==> config.mk <==
export PLATFORM = sky130hd
export DESIGN_NAME = mem_bank_2rw_ctrl_flat
export DESIGN_NICKNAME = d
export VERILOG_FILES = /design/src/rtl/mem_bank_2rw_ctrl_pkg.sv /design/src/rtl/mem_bank_2rw_ctrl_if.sv /design/src/rtl/mem_bank_2rw_ctrl_rsp_slot.sv /design/src/rtl/mem_bank_2rw_ctrl.sv /design/src/flat_wrapper.sv
export SDC_FILE = /design/constraint.sdc
export NUM_CORES = 1
export LEC_CHECK = 0
export BUFFER_PORTS_ARGS = -buffer_cell sky130_fd_sc_hd__buf_2
export CAP_MARGIN = 20
export CORE_AREA = 2 2 211 213
export CTS_CLUSTER_SIZE = 16
export DETAILED_ROUTE_END_ITERATION = 8
export DIE_AREA = 0 0 213 215
export HOLD_SLACK_MARGIN = 0.05
export PLACE_DENSITY = 0.46
export SLEW_MARGIN = 20
export SYNTH_ARGS = -nofsm -noshare
export SYNTH_HDL_FRONTEND = slang
export SYNTH_SLANG_ARGS = --single-unit
==> constraint.sdc <==
create_clock -name clock -period 3.4 [get_ports clock]
set_clock_uncertainty 0.05 [all_clocks]
set_input_delay 0.68 -clock clock [delete_from_list [all_inputs] [get_ports clock]]
set_output_delay 0.68 -clock clock [all_outputs]
set_load 0.05 [all_outputs]
==> src/rtl/mem_bank_2rw_ctrl_pkg.sv <==
// Shared constants and types for the 2RW bank controller and its client interface.
package mem_bank_2rw_ctrl_pkg;

  localparam int MEM_REG_DEPTH = 4;
  localparam int MEM_REG_WIDTH = 64;
  localparam int MEM_ADDR_W    = $clog2(MEM_REG_DEPTH);

  typedef enum logic {
    INIT = 1'b0,
    RUN  = 1'b1
  } mem_state_e;

  // True when two write requests land on the same entry and the bank would drop port 1.
  function automatic logic same_addr_dual_write(
    input logic                  wmode_a,
    input logic                  wmode_b,
    input logic [MEM_ADDR_W-1:0] addr_a,
    input logic [MEM_ADDR_W-1:0] addr_b
  );
    return wmode_a & wmode_b & (addr_a == addr_b);
  endfunction

endpackage

==> src/rtl/mem_bank_2rw_ctrl_if.sv <==
// One client port of the bank controller: request channel plus read-response channel.
interface mem_client_if
  import mem_bank_2rw_ctrl_pkg::*;
#(
  parameter int AW = MEM_ADDR_W,
  parameter int DW = MEM_REG_WIDTH
);

  logic          req_valid;
  logic          req_ready;
  logic          req_wmode;
  logic [AW-1:0] req_addr;
  logic [DW-1:0] req_wdata;
  logic          rsp_valid;
  logic          rsp_ready;
  logic [DW-1:0] rsp_rdata;

  modport master (
    output req_valid, req_wmode, req_addr, req_wdata, rsp_ready,
    input  req_ready, rsp_valid, rsp_rdata
  );

  modport slave (
    input  req_valid, req_wmode, req_addr, req_wdata, rsp_ready,
    output req_ready, rsp_valid, rsp_rdata
  );

endinterface

==> src/rtl/mem_bank_2rw_ctrl_rsp_slot.sv <==
// One-entry read-response register: loads on a read fire, holds data stable until taken.
// Latency 1 cycle from load to valid; a load in the same cycle as a take replaces the entry.
module mem_rsp_slot #(
  parameter int W = 64
) (
  input  logic         clock,
  input  logic         reset,
  input  logic         load,
  input  logic [W-1:0] load_data,
  output logic         rsp_valid,
  input  logic         rsp_ready,
  output logic [W-1:0] rsp_data
);

  always_ff @(posedge clock) begin
    if (reset) begin
      rsp_valid <= 1'b0;
      rsp_data  <= '0;
    end else if (load) begin
      rsp_valid <= 1'b1;
      rsp_data  <= load_data;
    end else if (rsp_ready) begin
      rsp_valid <= 1'b0;
    end
  end

endmodule

==> src/rtl/mem_bank_2rw_ctrl.sv <==
// Two-client controller for a 2RW bank with async read: clears the bank after reset, then
// forwards requests (1-cycle read latency); port 1 stalls a cycle on a same-address dual write.
module mem_bank_2rw_ctrl
  import mem_bank_2rw_ctrl_pkg::*;
#(
  parameter  int REG_DEPTH = MEM_REG_DEPTH,
  parameter  int REG_WIDTH = MEM_REG_WIDTH,
  localparam int AW        = $clog2(REG_DEPTH)
) (
  input  logic                 clock,
  input  logic                 reset,
  mem_client_if.slave          p0,
  mem_client_if.slave          p1,
  output logic                 RW0_clk,
  output logic                 RW0_wmode,
  output logic [AW-1:0]        RW0_addr,
  output logic [REG_WIDTH-1:0] RW0_wdata,
  input  logic [REG_WIDTH-1:0] RW0_rdata,
  output logic                 RW1_clk,
  output logic                 RW1_wmode,
  output logic [AW-1:0]        RW1_addr,
  output logic [REG_WIDTH-1:0] RW1_wdata,
  input  logic [REG_WIDTH-1:0] RW1_rdata,
  output logic                 init_done
);

  mem_state_e           state;
  logic [AW-1:0]        init_cnt;
  logic                 run;
  logic                 p0_ready, p1_ready;
  logic                 p0_fire, p1_fire;
  logic                 conflict;
  logic                 p0_rsp_vld, p1_rsp_vld;
  logic [REG_WIDTH-1:0] p0_rsp_dat, p1_rsp_dat;

  assign RW0_clk = clock;
  assign RW1_clk = clock;

  always_ff @(posedge clock) begin
    if (reset) begin
      state     <= INIT;
      init_cnt  <= '0;
      init_done <= 1'b0;
    end else begin
      case (state)
        INIT: begin
          init_cnt <= init_cnt + 1'b1;
          if (init_cnt == AW'(REG_DEPTH - 1)) begin
            state     <= RUN;
            init_done <= 1'b1;
          end
        end
        RUN: begin
          init_done <= 1'b1;
        end
        default: begin
          state     <= INIT;
          init_cnt  <= '0;
          init_done <= 1'b0;
        end
      endcase
    end
  end

  // Gating with reset keeps a request from being accepted in the cycle reset is applied.
  assign run = (state == RUN) & ~reset;

  assign p0_ready = run & (p0.req_wmode | ~p0_rsp_vld | p0.rsp_ready);
  assign p0_fire  = p0.req_valid & p0_ready;

  assign conflict = p0_fire & p1.req_valid &
                    same_addr_dual_write(p0.req_wmode, p1.req_wmode, p0.req_addr, p1.req_addr);

  assign p1_ready = run & (p1.req_wmode | ~p1_rsp_vld | p1.rsp_ready) & ~conflict;
  assign p1_fire  = p1.req_valid & p1_ready;

  assign p0.req_ready = p0_ready;
  assign p1.req_ready = p1_ready;

  always_comb begin
    RW0_wmode = 1'b0;
    RW0_addr  = p0.req_addr;
    RW0_wdata = p0.req_wdata;
    if (state == INIT) begin
      RW0_wmode = 1'b1;
      RW0_addr  = init_cnt;
      RW0_wdata = '0;
    end else if (p0_fire) begin
      RW0_wmode = p0.req_wmode;
    end
  end

  always_comb begin
    RW1_wmode = p1_fire & p1.req_wmode;
    RW1_addr  = p1.req_addr;
    RW1_wdata = p1.req_wdata;
  end

  mem_rsp_slot #(.W(REG_WIDTH)) u_p0_slot (
    .clock     (clock),
    .reset     (reset),
    .load      (p0_fire & ~p0.req_wmode),
    .load_data (RW0_rdata),
    .rsp_valid (p0_rsp_vld),
    .rsp_ready (p0.rsp_ready),
    .rsp_data  (p0_rsp_dat)
  );

  mem_rsp_slot #(.W(REG_WIDTH)) u_p1_slot (
    .clock     (clock),
    .reset     (reset),
    .load      (p1_fire & ~p1.req_wmode),
    .load_data (RW1_rdata),
    .rsp_valid (p1_rsp_vld),
    .rsp_ready (p1.rsp_ready),
    .rsp_data  (p1_rsp_dat)
  );

  assign p0.rsp_valid = p0_rsp_vld;
  assign p0.rsp_rdata = p0_rsp_dat;
  assign p1.rsp_valid = p1_rsp_vld;
  assign p1.rsp_rdata = p1_rsp_dat;

endmodule
==> src/flat_wrapper.sv <==
// flat-port wrapper written by rule: the top's interface ports become plain ports
module mem_bank_2rw_ctrl_flat import mem_bank_2rw_ctrl_pkg::*;
#(
  parameter  int REG_DEPTH = MEM_REG_DEPTH,
  parameter  int REG_WIDTH = MEM_REG_WIDTH,
  localparam int AW        = $clog2(REG_DEPTH)
)
  (clock, reset, RW0_clk, RW0_wmode, RW0_addr, RW0_wdata, RW0_rdata, RW1_clk, RW1_wmode, RW1_addr, RW1_wdata, RW1_rdata, init_done, p0_req_valid, p0_req_wmode, p0_req_addr, p0_req_wdata, p0_rsp_ready, p0_req_ready, p0_rsp_valid, p0_rsp_rdata, p1_req_valid, p1_req_wmode, p1_req_addr, p1_req_wdata, p1_rsp_ready, p1_req_ready, p1_rsp_valid, p1_rsp_rdata);
  mem_client_if p0_i ();
  mem_client_if p1_i ();
  input  logic clock;
  input  logic reset;
  output logic RW0_clk;
  output logic RW0_wmode;
  output logic [AW-1:0] RW0_addr;
  output logic [REG_WIDTH-1:0] RW0_wdata;
  input  logic [REG_WIDTH-1:0] RW0_rdata;
  output logic RW1_clk;
  output logic RW1_wmode;
  output logic [AW-1:0] RW1_addr;
  output logic [REG_WIDTH-1:0] RW1_wdata;
  input  logic [REG_WIDTH-1:0] RW1_rdata;
  output logic init_done;
  input wire logic [$bits(p0_i.req_valid)-1:0] p0_req_valid;
  input wire logic [$bits(p0_i.req_wmode)-1:0] p0_req_wmode;
  input wire logic [$bits(p0_i.req_addr)-1:0] p0_req_addr;
  input wire logic [$bits(p0_i.req_wdata)-1:0] p0_req_wdata;
  input wire logic [$bits(p0_i.rsp_ready)-1:0] p0_rsp_ready;
  output wire logic [$bits(p0_i.req_ready)-1:0] p0_req_ready;
  output wire logic [$bits(p0_i.rsp_valid)-1:0] p0_rsp_valid;
  output wire logic [$bits(p0_i.rsp_rdata)-1:0] p0_rsp_rdata;
  input wire logic [$bits(p1_i.req_valid)-1:0] p1_req_valid;
  input wire logic [$bits(p1_i.req_wmode)-1:0] p1_req_wmode;
  input wire logic [$bits(p1_i.req_addr)-1:0] p1_req_addr;
  input wire logic [$bits(p1_i.req_wdata)-1:0] p1_req_wdata;
  input wire logic [$bits(p1_i.rsp_ready)-1:0] p1_rsp_ready;
  output wire logic [$bits(p1_i.req_ready)-1:0] p1_req_ready;
  output wire logic [$bits(p1_i.rsp_valid)-1:0] p1_rsp_valid;
  output wire logic [$bits(p1_i.rsp_rdata)-1:0] p1_rsp_rdata;
  assign p0_i.req_valid = p0_req_valid;
  assign p0_i.req_wmode = p0_req_wmode;
  assign p0_i.req_addr = p0_req_addr;
  assign p0_i.req_wdata = p0_req_wdata;
  assign p0_i.rsp_ready = p0_rsp_ready;
  assign p0_req_ready = p0_i.req_ready;
  assign p0_rsp_valid = p0_i.rsp_valid;
  assign p0_rsp_rdata = p0_i.rsp_rdata;
  assign p1_i.req_valid = p1_req_valid;
  assign p1_i.req_wmode = p1_req_wmode;
  assign p1_i.req_addr = p1_req_addr;
  assign p1_i.req_wdata = p1_req_wdata;
  assign p1_i.rsp_ready = p1_rsp_ready;
  assign p1_req_ready = p1_i.req_ready;
  assign p1_rsp_valid = p1_i.rsp_valid;
  assign p1_rsp_rdata = p1_i.rsp_rdata;
  mem_bank_2rw_ctrl #(.REG_DEPTH(REG_DEPTH), .REG_WIDTH(REG_WIDTH)) u_core (.clock(clock), .reset(reset), .p0(p0_i), .p1(p1_i), .RW0_clk(RW0_clk), .RW0_wmode(RW0_wmode), .RW0_addr(RW0_addr), .RW0_wdata(RW0_wdata), .RW0_rdata(RW0_rdata), .RW1_clk(RW1_clk), .RW1_wmode(RW1_wmode), .RW1_addr(RW1_addr), .RW1_wdata(RW1_wdata), .RW1_rdata(RW1_rdata), .init_done(init_done));
endmodule
=== Word-level counts from Yosys, hierarchy flattened ===
Index checks and enable logic that the tools add are counted.

* Add/subtract/negate cells: 1
* Eq/ne operators: 3
* Mux-type cells: 12
* Bitwise operators: 24
* Reductions and logical operators: 2

{| class="wikitable"
|+ Operator list
! cell !! count
|-
| 2-to-1 mux 64 bit || 1
|-
| bitwise AND 1 bit || 13
|-
| 2-to-1 mux 1 bit || 9
|-
| NOT 1 bit || 7
|-
| OR 1 bit || 4
|-
| nonzero test 2 bit || 2
|-
| adder 2 x 1 -> 2 bit, second input constant || 1
|-
| == test 2 bit || 1
|-
| == test 2 bit, second input constant || 1
|-
| 2-to-1 mux 2 bit || 1
|-
| inequality test 2 x 1 -> 1 bit, second input constant || 1
|-
| one-hot mux 1 bit (2 select lines) || 1
|}

* Bits in registers: 134
* Input port bits: 268

=== Longest topological paths before layout ===
Gate-level depths: netlist (run 1).

* Depth in word-level cells: 12
* Depth in mapped cells: 6
* Mapped depth without buffers: 3

=== By module ===
From an unflattened synthesis (run 1), not the netlist that was laid out.

* Cell total of the unflattened synthesis: 591
* Area, all modules: 5939.4 um2

{| class="wikitable"
|+ Modules (own cells, without submodules)
! module !! times used !! cells each !! area each (um2)
|-
| mem_rsp_slot || 2 || 210 || 2344.7
|-
| mem_bank_2rw_ctrl || 1 || 171 || 1249.9
|}

==> impl_metrics.tcl, run 1 <==
set metrics [dict create \
    place.gp.congestion 0.710 \
    hold_depth 3 \
    async_reset_ff_share_pct 0 \
    setup_tns_ns 0 \
    fin_nets 1327 \
    rsz0062_at_grt "false" \
    antenna_found_initial 2 \
    via_per_inst 3.94 \
    fmax_mhz 325 \
    netlist_area_sq_mm 0.00626 \
    place_hpwl_mm 16.6 \
    cp.required_ns 2.67 \
    worstSetupPathType "reg2out" \
    drv_cap 0 \
    insertion_delay_ns 0.56 \
    hold_class "in2reg" \
    netSwitchingFraction_pct 30.1 \
    grtUsageTotal_pct 9.85 \
    power_density_mw_per_mm2 499 \
    die_area_sq_mm 0.0458 \
    drcViolationCount 0 \
    cp.arrival_ns 2.34 \
    grt_pass1_wl_mm 34.6 \
    diodes 0 \
    synth_area_leader_cell "dfxtp_1" \
    holdPathEnd "u_core.u_p1_slot.rsp_data[50]" \
    multi_input_comb_area_sq_mm 0.00250 \
    yosysTopAreaCellShare_pct 42.9 \
    synth-edff-count 0 \
    slew_headroom_pct 31.2 \
    min-delay-start "RW1_rdata[50]" \
    startpoint_type "register" \
    yosysSeqAreaShare_pct 42.9 \
    row_count 77 \
    r2r_cells 4 \
    r2r-start "u_core.state" \
    tritoncts "done" \
    ant_nets 0 \
    final_cell_area_sq_mm 0.00898 \
    power.share.sequential_pct 36.3 \
    fin_util_pct 20.6 \
    leakagePower_nw 4.29 \
    ys_warn_count 0 \
    start_util_pct 14.3 \
    core_sq_mm 0.0436 \
    regArea_sq_mm 0.00268 \
    post_drt_wl_per_cell_um 14.0 \
    grt_max_degree 66 \
    io_buffers 408 \
    synth_fp_nets 1030 \
    ctsHoldBuffers 0 \
    postCtsSetupRepairBufs 0 \
    num_io_pins 537 \
    worst_pin_slew_ns 1.03 \
    rr_endpoint "u_core.u_p0_slot.rsp_data[46]" \
    placedInstanceArea_sq_mm 0.00830 \
    min_period_over_period_pct 90.4 \
    synth_ff_type "dfxtp_1" \
    p_int_mw 3.14 \
    dieWidth_um 213 \
    cts.clk_slew.worst_paths_ns 0.07 \
    hold_violations 0 \
    grt_pass1_vias 6256 \
    slew_viol_final 0 \
    layout_commonest_cell "buf_2" \
    setup_viol_count_final 0 \
    avgSynthCellArea_sq_um 8.22 \
    cp_max_fo 41 \
    power_switching_mw 1.35 \
    wl_mm 23.3 \
    endpoint_kind "primary output" \
    r2r_setup_slack_ns 1.08 \
    vias 6556 \
    ys_ff_latch 134 \
    power_mw 4.48 \
    cts_resized 0 \
    clkPwrFrac_pct 49.2 \
    peakVddDrop_mv 0.408 \
    firstDrtPassIters 4 \
    overflow 0 \
    initialDrtViolationCount 465 \
    final_cell_mix "buf_2, dfxtp_1, o21ai_0, a21oi_1" \
    layout-drive-gt1-share_pct 43.2 \
    die_y_um 215 \
    combPwrFrac_pct 14.5 \
    period_minus_slack_ns 3.07 \
    synth_area_leaders "dfxtp_1, o21ai_0, buf_4" \
    yosysUniqueCellTypes 32 \
    status "complete, no violations" \
    syn-instance-count 761 \
    nFillCells 4872 \
    area_delta_synth_final_pct 43.5 \
]
## registers in the layout, summed over array words and instances (netlist names)
signal                      count
u_core.state                    1
u_core.u_p0_slot.rsp_valid      1
u_core.u_p1_slot.rsp_valid      1
u_core.u_p0_slot.rsp_data      64
u_core.u_p1_slot.rsp_data      64
u_core.init_done                1
u_core.init_cnt                 2
## critical path, cell delays in order, from the launching register on
cell	delay, ns
dfxtp_2	0.75
nor2b_1	0.43
o21ai_0	0.15
a31oi_1	0.16
buf_2	0.29
## cell usage after synthesis, types with 6 or more instances
| cell type | count |
|---|---|
| buf_6 | 6 |
| dfxtp_1 | 134 |
| o21ai_0 | 110 |
| clkbuf_1 | 57 |
| a21oi_1 | 68 |
| nand3_1 | 65 |
| inv_1 | 64 |
| o311ai_0 | 53 |
| o21ai_1 | 18 |
| buf_4 | 71 |
| o311ai_1 | 9 |
| buf_1 | 6 |
| and2_1 | 64 |
## per-stage QoR
stage / hold WS [ns] / std cells / setup slack (ns)
2_1_floorplan: 0.436 / 761 / 0.576
3_3_place_gp: 0.407 / 1627 / 0.763
3_5_place_dp: 0.412 / 1627 / 0.725
4_1_cts: 0.267 / 1662 / 0.261
5_1_grt: 0.286 / 1662 / 0.108
6_report: 0.312 / 1662 / 0.327
## power groups by stage
stage | Sequential, mW | Combinational (mW) | Clock [mW]
4_1_cts | 1.63 | 0.659 | 2.29
3_5_place_dp | 1.66 | 0.658 | 0.112
3_3_place_gp | 1.66 | 0.657 | 0.112
6_report | 1.63 | 0.651 | 2.20
2_1_floorplan | 1.73 | 0.555 | 0.127
5_1_grt | 1.63 | 0.696 | 2.35
## per-layer routing
metal	global-route usage, %	wire length (um)
met5	0	27
met4	5.45	685
met3	4.30	2290
met2	15.3	10400
met1	11.3	9890
## logic make-up after synthesis
logic type      Yosys count  share of synthesized area, %
compound gates          262                          24.8
xor+xnor                  3                         0.420
fa+ha+maj                 1                         0.200
buf+inv                 209                          17.6
flops                   134                          42.9
mux                       3                         0.520
simple gates            149                          13.5
## area by class of cell
cell class	instances	area share, %
clock buffers	28	6.51
repair buffers	417	23.7
clock inverters	9	1.13
multi-input cells	418	27.8
flip-flops and latches	134	29.9
inverters	64	2.68
well taps	592	8.25
## how the worst max path moves through the flow
| stage | startpoint | endpoint | slack [ns] |
|---|---|---|---|
| global route | u_core.state | p1_req_ready | 0.11 |
| CTS | u_core.state | p1_req_ready | 0.26 |
| detailed placement | reset | p1_req_ready | 0.72 |
| floorplan | p1_req_wmode | p1_req_ready | 0.58 |
| finish | u_core.state | p1_req_ready | 0.33 |
| global placement | reset | p1_req_ready | 0.76 |
(Power assumes the default switching activity.)
==> run 2: changes to the inputs <==
==> constraint.sdc (replaced) <==
create_clock -name clock -period 3.4 [get_ports clock]
set_clock_uncertainty 0.05 [all_clocks]
set_input_delay 0.51 -clock clock [delete_from_list [all_inputs] [get_ports clock]]
set_output_delay 0.51 -clock clock [all_outputs]
set_load 0.05 [all_outputs]
==> impl_metrics.tcl, run 2 (synthesized netlist as in run 1, its figures left out) <==
set metrics [dict create \
    period_minus_slack_ns 2.72 \
    die_y_um 215 \
    status "complete, no violations" \
    grtUsageTotal_pct 9.94 \
    layout_commonest_cell "buf_2" \
    die_area_sq_mm 0.0458 \
    grt_pass1_vias 6349 \
    combPwrFrac_pct 14.5 \
    worstSetupPathType "clk2out" \
    peakVddDrop_mv 0.301 \
    cts.clk_slew.worst_paths_ns 0.06 \
    cts_resized 0 \
    dieWidth_um 213 \
    ctsHoldBuffers 0 \
    place_hpwl_mm 16.6 \
    via_per_inst 3.97 \
    rsz0062_at_grt "false" \
    final_cell_mix "buf_2, dfxtp_1, o21ai_0, a21oi_1" \
    area_delta_synth_final_pct 44.3 \
    setup_tns_ns 0 \
    overflow 0 \
    place.gp.congestion 0.702 \
    fmax_mhz 368 \
    leakagePower_nw 4.30 \
    critical_path.startpoint "clock" \
    cp.arrival_ns 2.16 \
    hold_violations 0 \
    fin_nets 1328 \
    power.share.sequential_pct 35.1 \
    post_drt_wl_per_cell_um 14.2 \
    vias 6599 \
    core_sq_mm 0.0436 \
    start_util_pct 14.3 \
    postCtsSetupRepairBufs 0 \
    r2r_setup_slack_ns 1.29 \
    largestRegisters "u_core.u_p0_slot.rsp_data (64), u_core.u_p1_slot.rsp_data (64), u_core.init_cnt (2)" \
    min_period_over_period_pct 80.0 \
    p_int_mw 3.22 \
    clkPwrFrac_pct 50.4 \
    holdWs_ns 0.146 \
    initialDrtViolationCount 415 \
    layout-drive-gt1-share_pct 43.4 \
    drv_cap 0 \
    insertion_delay_ns 0.56 \
    slew_headroom_pct 51.5 \
    row_count 77 \
    rr_endpoint "u_core.u_p1_slot.rsp_data[28]" \
    firstDrtPassIters 5 \
    r2r-start "u_core.state" \
    endpoint_kind "primary output" \
    power_switching_mw 1.39 \
    setup_viol_count_final 0 \
    io_buffers 408 \
    cp.required_ns 2.84 \
    drcViolationCount 0 \
    cp_max_fo 2 \
    hold_class "in2reg" \
    wl_mm 23.7 \
    slew_viol_final 0 \
    grt_max_degree 66 \
    grt_pass1_wl_mm 35.1 \
    r2r_cells 5 \
    power_density_mw_per_mm2 511 \
    netSwitchingFraction_pct 30.1 \
    startpoint_type "clock port" \
    diodes 0 \
    cp-endpoint "RW1_clk" \
    worst_pin_slew_ns 0.728 \
    ant_nets 0 \
    antenna_found_initial 2 \
    tritoncts "done" \
    num_io_pins 537 \
]
run 2: worst min-delay path by stage:
stage                                       start                             to  slack, ns  cells after the start
global placement    u_core.u_p1_slot.rsp_data[11]  u_core.u_p1_slot.rsp_data[11]       0.41                      2
global route                        RW0_rdata[45]  u_core.u_p0_slot.rsp_data[45]       0.12                      3
CTS                                 RW1_rdata[52]  u_core.u_p1_slot.rsp_data[52]       0.09                      3
detailed placement  u_core.u_p0_slot.rsp_data[31]  u_core.u_p0_slot.rsp_data[31]       0.41                      2
floorplan                      u_core.init_cnt[1]             u_core.init_cnt[1]       0.44                      2
finish                              RW1_rdata[52]  u_core.u_p1_slot.rsp_data[52]       0.15                      3
run 2: cell type report:
class,count,area (sq um)
Inverter,64,240
Sequential cell,134,2680
Multi-Input combinational cell,418,2500
Fill cell,4937,34600
Tap cell,592,741
Timing Repair Buffer,418,2140
Clock buffer,26,577
Clock inverter,11,149
run 2: per-stage QoR:
| step | setup WS, ns | power [mW] | instances | instance area (sq um) | utilization (%) |
|---|---|---|---|---|---|
| floorplan | 0.916 | 2.41 | 761 | 6260 | - |
| global placement | 0.952 | 2.44 | 1628 | 8310 | 19.0 |
| detailed placement | 0.952 | 2.44 | 1628 | 8310 | 19.0 |
| CTS | 0.624 | 4.72 | 1663 | 9030 | 20.7 |
| global route | 0.463 | 4.80 | 1663 | 9030 | 20.7 |
| finish | 0.680 | 4.61 | 1663 | 9030 | 20.7 |
run 2: critical path, cell delays in order:
cell       delay (ns)
clkbuf_16        0.13
clkbuf_16        0.13
buf_2            0.20
run 2: power groups by stage:
stage | logic, mW | clock network (mW) | registers [mW]
final | 0.668 | 2.32 | 1.62
after global routing | 0.712 | 2.47 | 1.62
after global placement | 0.672 | 0.112 | 1.65
after CTS | 0.674 | 2.42 | 1.62
after floorplan | 0.555 | 0.127 | 1.73
after detailed placement | 0.672 | 0.112 | 1.65
run 2: layer usage:
layer  wire, um  GRT usage, %  vias to the layer above
li1           -             -                     3174
met2      10500          15.2                      304
met4        528          4.90                        4
met3       2150          4.11                       43
met1      10500          11.9                     3074
met5         27             0                        -
